$ cat src/rtl/sram_freeze_ctrl_if.sv
// Bundles the pipeline-side request bus and the 16-bit asynchronous SRAM pins of sram_freeze_ctrl.
// The slave modport is the controller; the master modport is the pipeline/SRAM side.
interface sram_freeze_ctrl_if #(
    parameter int unsigned SRAM_AW = 18
);
    logic               rd_en;
    logic               wr_en;
    logic [31:0]        address;
    logic [31:0]        write_data;
    logic [31:0]        read_data;
    logic               ready;
    logic               freeze;
    logic [SRAM_AW-1:0] sram_addr;
    logic [15:0]        sram_dq_out;
    logic [15:0]        sram_dq_in;
    logic               sram_dq_oe;
    logic               sram_ce_n;
    logic               sram_oe_n;
    logic               sram_we_n;

    modport master (
        output rd_en, wr_en, address, write_data, sram_dq_in,
        input  read_data, ready, freeze, sram_addr, sram_dq_out,
               sram_dq_oe, sram_ce_n, sram_oe_n, sram_we_n
    );

    modport slave (
        input  rd_en, wr_en, address, write_data, sram_dq_in,
        output read_data, ready, freeze, sram_addr, sram_dq_out,
               sram_dq_oe, sram_ce_n, sram_oe_n, sram_we_n
    );
endinterface

$ cat src/rtl/sram_freeze_ctrl.sv
// MEM-stage controller that splits 32-bit accesses into two 16-bit SRAM halves and freezes the pipeline meanwhile.
// Optional `SRAM_STALL_CNT_EN adds a saturating stall_cycles counter output.
module sram_freeze_ctrl #(
    parameter int unsigned WAIT_CYCLES = 2,
    parameter int unsigned ADDR_BASE   = 1024,
    parameter int unsigned SRAM_AW     = 18
) (
    input  logic              clk,
    input  logic              rst,
    sram_freeze_ctrl_if.slave bus
`ifdef SRAM_STALL_CNT_EN
    ,
    output logic [31:0]       stall_cycles
`endif
);
    localparam int unsigned WORD_W     = SRAM_AW - 1;
    localparam logic [3:0]  CNT_RELOAD = 4'(WAIT_CYCLES - 1);

    typedef enum logic [1:0] {IDLE, LOW, HIGH, DONE} state_e;

    state_e             state_q;
    logic [3:0]         cnt_q;
    logic               is_wr_q;
    logic [15:0]        wdata_hi_q;
    logic [31:0]        rdata_q;
    logic [SRAM_AW-1:0] sram_addr_q;
    logic [15:0]        dq_out_q;
    logic               dq_oe_q;
    logic               ce_n_q;
    logic               oe_n_q;
    logic               we_n_q;

    logic               req_c;
    logic               ready_c;
    logic               freeze_c;
    logic [WORD_W-1:0]  word_c;

    assign req_c  = bus.rd_en | bus.wr_en;
    assign word_c = WORD_W'((bus.address - ADDR_BASE) >> 2);

    // ready/freeze must react to a new request in the same cycle it appears
    always_comb begin
        ready_c  = 1'b0;
        freeze_c = 1'b0;
        case (state_q)
            IDLE: begin
                ready_c  = ~req_c;
                freeze_c = req_c;
            end
            LOW, HIGH: freeze_c = 1'b1;
            DONE:      ready_c  = 1'b1;
        endcase
    end

    always_ff @(posedge clk or posedge rst) begin
        if (rst) begin
            state_q     <= IDLE;
            cnt_q       <= 4'd0;
            is_wr_q     <= 1'b0;
            wdata_hi_q  <= 16'd0;
            rdata_q     <= 32'd0;
            sram_addr_q <= '0;
            dq_out_q    <= 16'd0;
            dq_oe_q     <= 1'b0;
            ce_n_q      <= 1'b1;
            oe_n_q      <= 1'b1;
            we_n_q      <= 1'b1;
        end else begin
            case (state_q)
                IDLE: begin
                    if (req_c) begin
                        is_wr_q     <= bus.wr_en;
                        wdata_hi_q  <= bus.write_data[31:16];
                        cnt_q       <= CNT_RELOAD;
                        state_q     <= LOW;
                        sram_addr_q <= {word_c, 1'b0};
                        ce_n_q      <= 1'b0;
                        oe_n_q      <= bus.wr_en;
                        we_n_q      <= ~bus.wr_en;
                        dq_oe_q     <= bus.wr_en;
                        if (bus.wr_en) dq_out_q <= bus.write_data[15:0];
                    end
                end
                LOW: begin
                    if (cnt_q == 4'd0) begin
                        if (!is_wr_q) rdata_q[15:0] <= bus.sram_dq_in;
                        if (is_wr_q)  dq_out_q      <= wdata_hi_q;
                        cnt_q          <= CNT_RELOAD;
                        sram_addr_q[0] <= 1'b1;
                        state_q        <= HIGH;
                    end else begin
                        cnt_q <= cnt_q - 4'd1;
                    end
                end
                HIGH: begin
                    if (cnt_q == 4'd0) begin
                        if (!is_wr_q) rdata_q[31:16] <= bus.sram_dq_in;
                        ce_n_q  <= 1'b1;
                        oe_n_q  <= 1'b1;
                        we_n_q  <= 1'b1;
                        dq_oe_q <= 1'b0;
                        state_q <= DONE;
                    end else begin
                        cnt_q <= cnt_q - 4'd1;
                    end
                end
                DONE: state_q <= IDLE;
            endcase
        end
    end

`ifdef SRAM_STALL_CNT_EN
    logic [31:0] stall_q;

    always_ff @(posedge clk or posedge rst) begin
        if (rst) begin
            stall_q <= 32'd0;
        end else if (freeze_c && (stall_q != 32'hFFFF_FFFF)) begin
            stall_q <= stall_q + 32'd1;
        end
    end

    assign stall_cycles = stall_q;
`else
`endif

    assign bus.read_data   = rdata_q;
    assign bus.ready       = ready_c;
    assign bus.freeze      = freeze_c;
    assign bus.sram_addr   = sram_addr_q;
    assign bus.sram_dq_out = dq_out_q;
    assign bus.sram_dq_oe  = dq_oe_q;
    assign bus.sram_ce_n   = ce_n_q;
    assign bus.sram_oe_n   = oe_n_q;
    assign bus.sram_we_n   = we_n_q;
endmodule

$ cat src/flat_wrapper.sv
// flat-port wrapper written by rule: the top's interface ports become plain ports
module sram_freeze_ctrl_flat 
#(
    parameter int unsigned WAIT_CYCLES = 2,
    parameter int unsigned ADDR_BASE   = 1024,
    parameter int unsigned SRAM_AW     = 18
)
  (clk, rst, bus_rd_en, bus_wr_en, bus_address, bus_write_data, bus_sram_dq_in, bus_read_data, bus_ready, bus_freeze, bus_sram_addr, bus_sram_dq_out, bus_sram_dq_oe, bus_sram_ce_n, bus_sram_oe_n, bus_sram_we_n);
  sram_freeze_ctrl_if #(.SRAM_AW(SRAM_AW)) bus_i ();
  input  logic clk;
  input  logic rst;
  input wire logic [$bits(bus_i.rd_en)-1:0] bus_rd_en;
  input wire logic [$bits(bus_i.wr_en)-1:0] bus_wr_en;
  input wire logic [$bits(bus_i.address)-1:0] bus_address;
  input wire logic [$bits(bus_i.write_data)-1:0] bus_write_data;
  input wire logic [$bits(bus_i.sram_dq_in)-1:0] bus_sram_dq_in;
  output wire logic [$bits(bus_i.read_data)-1:0] bus_read_data;
  output wire logic [$bits(bus_i.ready)-1:0] bus_ready;
  output wire logic [$bits(bus_i.freeze)-1:0] bus_freeze;
  output wire logic [$bits(bus_i.sram_addr)-1:0] bus_sram_addr;
  output wire logic [$bits(bus_i.sram_dq_out)-1:0] bus_sram_dq_out;
  output wire logic [$bits(bus_i.sram_dq_oe)-1:0] bus_sram_dq_oe;
  output wire logic [$bits(bus_i.sram_ce_n)-1:0] bus_sram_ce_n;
  output wire logic [$bits(bus_i.sram_oe_n)-1:0] bus_sram_oe_n;
  output wire logic [$bits(bus_i.sram_we_n)-1:0] bus_sram_we_n;
  assign bus_i.rd_en = bus_rd_en;
  assign bus_i.wr_en = bus_wr_en;
  assign bus_i.address = bus_address;
  assign bus_i.write_data = bus_write_data;
  assign bus_i.sram_dq_in = bus_sram_dq_in;
  assign bus_read_data = bus_i.read_data;
  assign bus_ready = bus_i.ready;
  assign bus_freeze = bus_i.freeze;
  assign bus_sram_addr = bus_i.sram_addr;
  assign bus_sram_dq_out = bus_i.sram_dq_out;
  assign bus_sram_dq_oe = bus_i.sram_dq_oe;
  assign bus_sram_ce_n = bus_i.sram_ce_n;
  assign bus_sram_oe_n = bus_i.sram_oe_n;
  assign bus_sram_we_n = bus_i.sram_we_n;
  sram_freeze_ctrl #(.WAIT_CYCLES(WAIT_CYCLES), .ADDR_BASE(ADDR_BASE), .SRAM_AW(SRAM_AW)) u_core (.clk(clk), .rst(rst), .bus(bus_i));
endmodule
$ cat config.mk
export PLATFORM = sky130hd
export DESIGN_NAME = sram_freeze_ctrl_flat
export DESIGN_NICKNAME = d
export VERILOG_FILES = /design/src/rtl/sram_freeze_ctrl_if.sv /design/src/rtl/sram_freeze_ctrl.sv /design/src/flat_wrapper.sv
export SDC_FILE = /design/constraint.sdc
export NUM_CORES = 1
export LEC_CHECK = 0
export CORE_ASPECT_RATIO = 1.1
export CORE_MARGIN = 2
export CORE_UTILIZATION = 31
export DETAILED_ROUTE_END_ITERATION = 7
export PLACE_DENSITY_LB_ADDON = 0.15
export SLEW_MARGIN = 20
export SYNTH_ARGS = -nofsm -noshare
export SYNTH_HDL_FRONTEND = slang
export SYNTH_SLANG_ARGS = --single-unit
$ cat constraint.sdc
create_clock -name clk -period 3.15 [get_ports clk]
set_input_delay 0.63 -clock clk [delete_from_list [all_inputs] [get_ports clk]]
set_output_delay 0.63 -clock clk [all_outputs]
set_load 0.03 [all_outputs]
==> impl_metrics.csv, run 1 <==
group,metric,value,unit
sta,finalCritPeriodShare,88.14,%
placement,numPortBuffers,140,
sta,tightest_slew,0.5379,ns
yosys,yosysSeqAreaShare,56.45,%
sta,fin_skew,0.006313,ns
detailed_routing,wl_per_cell,15.25,microns
yosys,avgSynthCellArea,13.76,sq um
cells_and_area,final_nets,538,
sta,drv_slew,0,
clock_tree,clk_pin_slew,0.06,ns
sta,fin_crit,2.776,ns
critical_path,critPathRequiredTime,2.52,ns
run,cap_violations,0,
pwr,clock_power_share,16.9,%
clock_tree,cts_tree,"yes",
yosys,synth-main-ff-cell,"dfrtp_1",
critical_path,crit_arrival,2.15,ns
die,dieArea,0.01426,sq mm
pwr,irDropWorstVdd,0.0004854,V
sta,max_freq,0.3602,GHz
hold_path,holdCritPathClass,"reg2reg",
grt,antenna_found_initial,0,
detailed_routing,drt_iter0_drc,106,
detailed_routing,dr.pass1.iters,4,
die,start_util,31.51,%
pwr,swShare,38.21,%
placement,routabilityCongestion,0.7969,
clock_tree,insertion_delay,0.34,ns
pwr,powerDensity,1193,mW/mm^2
pwr,cellLeakagePower,2.549,nW
pwr,seqPwrFrac,29.7,%
yosys,syn_nets,392,
yosys,synth-edff-count,0,
sta,slew_headroom,64.14,%
grt,track_usage,13.57,%
critical_path,crit_type,"reg2out",
pwr,p_int,0.004477,W
yosys,synth_top_family_by_area,"multiplexers",
yosys,synth_compound_area_share,5.788,%
grt,grt_max_degree,45,
cells_and_area,area_growth,47.12,%
die,num_rows,44,
yosys,synthSimpleGateAreaFrac,5.939,%
yosys,yosys.area_share.adder,2.424,%
placement,placed_cells,596,
die,fp.dieW,114.0,microns
sta,hold_viol,0,
clock_tree,clock_sinks,93,
yosys,synthArstFlopShare,100.0,%
placement,hpwlAfterDp,6660,microns
clock_tree,clockBufferDepth,2,
yosys,netlist_instances,300,
yosys,synthMuxAreaShare,25.42,%
clock_tree,cts_resized,0,
grt,grt_pass1_wl,15260,microns
yosys,synth_seq_cells,93,
grt,grt_pass1_vias,3072,
critical_path,cp-end-kind,"primary output",
grt,gr-total-overflow,0,
sta,finalSetupViolCount,0,
detailed_routing,vias,2872,
detailed_routing,drc,0,
clock_tree,cts_hold_buf,0,
yosys,synth_warnings,0,
detailed_routing,via_per_inst,4.693,
critical_path,critPathMaxFanout,12,
yosys,synth-xor-area-share,1.273,%
detailed_routing,routed_wirelength,9332,microns
clock_tree,post_cts_buffers,0,
detailed_routing,antenna_left,0,
sta,rsz0062_at_grt,"false",
die,die_y,125.0,microns
outcome,status,"finished clean",
pwr,p_switching,0.002769,W
pwr,p_comb_share,53.4,%
cells_and_area,n_antenna_cell,0,
critical_path,start_kind,"register",
sta,setup_tns,0,ns
yosys,syn_area,0.004129,sq mm
clock_tree,cts_root_buffer,"clkbuf_16",
clock_tree,numCtsBuffers,9,
yosys,synth_cell_types,40,
die,coreArea,0.01310,sq mm
cells_and_area,stdcell_count,612,
clock_tree,htreeDepth,3,
die,ios,156,
cells_and_area,drive_gt1_share,27.72,%
## power by group through the flow
stage | combinational (W) | sequential (W) | clock (W)
floorplan | 0.00162 | 0.00305 | 0
global placement | 0.00388 | 0.00215 | 0
detailed placement | 0.00393 | 0.00218 | 0
CTS | 0.00394 | 0.00216 | 0.00126
global route | 0.00413 | 0.00224 | 0.00132
finish | 0.00387 | 0.00215 | 0.00122
## path summary, 6_finish.rpt
kind,start,endpoint,slack [ns],depth (start not counted)
min in group asynchronous,rst,u_core.bus.read_data[25],0.62,2
min,u_core.bus.sram_ce_n,u_core.bus.sram_ce_n,0.47,2
min reg2reg,u_core.bus.sram_ce_n,u_core.bus.sram_ce_n,0.47,2
max,u_core.state_q[0],bus_ready,0.37,6
max in group asynchronous,rst,u_core.bus.read_data[17],1.91,3
max reg2reg,u_core.state_q[0],u_core.bus.sram_dq_out[1],0.76,7
## routing by layer
| layer | track usage (%) | vias up | wire (microns) |
|---|---|---|---|
| met2 | 22.79 | 100 | 4520 |
| met4 | 5.667 | 0 | 191 |
| met3 | 4.120 | 14 | 709 |
| met5 | 0 | - | 0 |
| li1 | - | 1350 | - |
| met1 | 16.07 | 1408 | 3911 |
## cell families (layout without fill, tap and decap cells)
logic type               after synthesis  after routing
AO/OA/AOI/OAI                         36             36
buffers and inverters                 22            173
adder cells (fa/ha/maj)                8              8
multiplexers                          90             90
flip-flops                            93             93
XOR/XNOR                               6              6
AND/OR/NAND/NOR                       45             45
## through the flow
step	utilization [%]	cell area [sq um]	power [W]	hold WS (ns)	worst slack, ns
after detailed placement	43.81	5741	0.006110	0.4617	0.5136
after floorplan	-	4129	0.004671	0.4737	0.1047
final	46.36	6075	0.007246	0.4662	0.3737
after global placement	43.81	5741	0.006028	0.4501	0.5582
after global routing	46.36	6075	0.007691	0.4915	0.1921
after CTS	46.36	6075	0.007363	0.4704	0.3133
## area by class of cell
type / count / area (sq um)
clock inverters: 4 / 97.59
inverters: 10 / 40.04
fillers: 1236 / 7028
repair buffers: 147 / 1474
well taps: 161 / 201.4
multi-input cells: 185 / 1694
clock buffers: 12 / 236.5
flip-flops and latches: 93 / 2331
## cell usage in the layout (no fill, tap or decap), types with 3 or more instances in the layout
cell type / count
clkdlybuf4s50_1: 138
dfrtp_1: 90
mux2_2: 79
nand2_1: 15
nor2_1: 13
o21ai_0: 13
mux2_4: 10
inv_1: 9
clkbuf_16: 9
ha_1: 8
a21oi_1: 7
buf_4: 7
a22o_1: 3
o22a_1: 3
xor2_1: 3
xnor2_1: 3
clkbuf_1: 3
bufinv_16: 3
dfstp_2: 3
## worst max-delay path, stage by stage (launching register included)
cell,delay (ns)
dfrtp_1,0.43
inv_1,0.10
ha_1,0.50
nor3b_1,0.37
nor2_1,0.07
nor2_1,0.18
buf_12,0.15
## cell usage after synthesis (3+ instances only)
library cell	instances	area, sq um
a21oi_1	7	35.03
buf_2	4	20.02
mux2_4	10	150.1
nand2_1	15	56.30
dfstp_2	3	78.83
inv_1	10	37.54
dfrtp_1	90	2252
nor2_1	13	48.80
xor2_1	3	26.28
o21ai_0	13	65.06
mux2_2	79	889.6
a22o_1	3	26.28
xnor2_1	3	26.28
ha_1	8	100.1
clkbuf_1	5	18.77
o22a_1	3	26.28
## registers in the layout (all words and copies together), names as in the netlist
name and cells:
u_core.state_q 2, u_core.bus.sram_oe_n 1, u_core.bus.sram_addr 18, u_core.cnt_q 4, u_core.bus.sram_dq_oe 1, u_core.wdata_hi_q 16, u_core.bus.sram_dq_out 16, u_core.is_wr_q 1
u_core.bus.sram_ce_n 1, u_core.bus.read_data 32, u_core.bus.sram_we_n 1
Note: power is estimated with default switching activity, not from simulation.
==> run 2: changes to the inputs <==
Clock period 3.15 ns to 2.3 ns, I/O delays scaled along.
==> impl_metrics.csv, run 2 (synthesis gave the netlist of run 1 again) <==
group,metric,value,unit
sta,max_freq,0.4624,GHz
die,coreArea,0.01310,sq mm
pwr,cellLeakagePower,2.589,nW
clock_tree,clockBufferDepth,2,
cells_and_area,fin_util,46.93,%
critical_path,critPathMaxFanout,5,
sta,fin_skew,0.007806,ns
sta,setup_tns,0,ns
cells_and_area,final_cell_mix,"138 x clkdlybuf4s50_1, 90 x dfrtp_1, 79 x mux2_2",
clock_tree,post_cts_buffers,0,
pwr,powerDensity,1621,mW/mm^2
detailed_routing,vias,2836,
placement,hpwlAfterDp,6564,microns
critical_path,cp-end-kind,"primary output",
placement,routabilityCongestion,0.7926,
sta,fin_crit,2.163,ns
clock_tree,clk_pin_slew,0.06,ns
pwr,irDropWorstVdd,0.0006683,V
cells_and_area,layout_commonest_cell,"clkdlybuf4s50_1",
grt,track_usage,13.62,%
die,dieArea,0.01426,sq mm
grt,grt_max_degree,94,
critical_path,cp_slowest_cell,"dfrtp_1",
placement,numPortBuffers,140,
sta,tightest_slew,0.5068,ns
detailed_routing,via_per_inst,4.574,
cells_and_area,final_nets,546,
critical_path,crit_arrival,1.70,ns
grt,gr-total-overflow,0,
grt,grt_pass1_wl,15180,microns
clock_tree,insertion_delay,0.34,ns
critical_path,crit_top_cell,"nor2_1",
die,die_y,125.0,microns
clock_tree,clock_sinks,93,
clock_tree,cts_hold_buf,0,
run,cap_violations,0,
detailed_routing,dr.pass1.iters,4,
cells_and_area,drive_gt1_share,30.07,%
clock_tree,htreeDepth,3,
die,start_util,31.51,%
grt,antenna_found_initial,0,
sta,finalSetupViolCount,0,
hold_path,holdCritPathClass,"reg2reg",
critical_path,critPathRequiredTime,1.84,ns
sta,slew_headroom,66.21,%
critical_path,start_kind,"register",
clock_tree,cts_resized,1,
critical_path,crit_type,"reg2out",
sta,hold_viol,0,
clock_tree,numCtsBuffers,9,
sta,rsz0062_at_grt,"false",
cells_and_area,area_growth,48.91,%
critical_path,path_cells,"inv_1 > ha_2 > nor3b_4 > nor2_1 > nor2_1 > buf_12",
detailed_routing,drc,0,
cells_and_area,stdcell_area,0.006148,sq mm
cells_and_area,n_antenna_cell,0,
detailed_routing,drt_iter0_drc,114,
die,ios,156,
outcome,status,"finished clean",
detailed_routing,wl_per_cell,14.76,microns
clock_tree,cts_root_buffer,"clkbuf_16",
sta,drv_slew,0,
grt,grt_pass1_vias,2994,
clock_tree,cts_tree,"yes",
sta,finalCritPeriodShare,94.03,%
detailed_routing,routed_wirelength,9149,microns
cells_and_area,largest_reg_flops,32,
critical_path,critical_path.max_stage_delay,0.43,ns
die,num_rows,44,
placement,postPlaceCellArea,0.005827,sq mm
detailed_routing,antenna_left,0,
cells_and_area,fillers,1241,
die,fp.dieW,114.0,microns
==> run 2: cell types whose count changed in the layout (fill, tap and decap cells not counted), sizes merged <==
| cell | delta |
|---|---|
| buf | +8 |
| bufinv | -2 |
| clkinv | +2 |
| clkbuf | -1 |
| inv | +1 |
==> run 2: layout make-up <==
cell class              count  area [sq um]  share of cell area (%)
clock inverters             5         57.56                  0.9361
well taps                 161         201.4                   3.276
flip-flops and latches     93          2331                   37.91
multi-input cells         185          1712                   27.84
clock buffers              11         242.7                   3.948
repair buffers            155          1563                   25.42
inverters                  10         41.29                  0.6716
==> run 2: worst max-delay path: cells and delay by family, from the launching register on <==
family / cells / cell delay (ns)
and+or+nand+nor: 3 / 0.46
DFF: 1 / 0.43
buffers and inverters: 2 / 0.25
adders and majority gates: 1 / 0.23
==> run 2: worst paths after layout <==
kind	end	start	slack, ns	cells past startpoint
max reg2reg	u_core.bus.sram_dq_out[12]	u_core.state_q[0]	0.35	8
max in group asynchronous	u_core.bus.sram_we_n	rst	1.29	3
min	u_core.bus.sram_ce_n	u_core.bus.sram_ce_n	0.46	2
max	bus_ready	u_core.state_q[0]	0.14	6
min reg2reg	u_core.bus.sram_ce_n	u_core.bus.sram_ce_n	0.46	2
min in group asynchronous	u_core.bus.read_data[9]	rst	0.61	3
==> run 2: through the flow <==
stage | hold WS (ns) | power, W | instances | setup slack, ns
4_1_cts | 0.4619 | 0.01010 | 620 | 0.001554
2_1_floorplan | 0.4737 | 0.006398 | 300 | 0.1107
3_5_place_dp | 0.4534 | 0.008541 | 604 | 0.1793
6_report | 0.4585 | 0.009966 | 620 | 0.1373
5_1_grt | 0.4768 | 0.01060 | 620 | 0.02028
3_3_place_gp | 0.4532 | 0.008455 | 604 | 0.1852
==> run 2: routing by layer <==
| layer | routed length, microns | vias to the layer above | share of wire [%] | global-route usage [%] |
|---|---|---|---|---|
| li1 | - | 1366 | - | - |
| met1 | 3986 | 1366 | 44 | 15.92 |
| met2 | 4302 | 94 | 47 | 22.27 |
| met3 | 688 | 10 | 7.5 | 5.090 |
| met4 | 172 | 0 | 1.9 | 6.026 |
| met5 | 0 | - | 0 | 0 |
==> run 2: where the power goes <==
group	switching, W	internal [W]	leakage [nW]
Combinational	0.00276	0.00275	1.34
Clock	0.000621	0.000876	0.150
Sequential	0.000458	0.00250	1.10
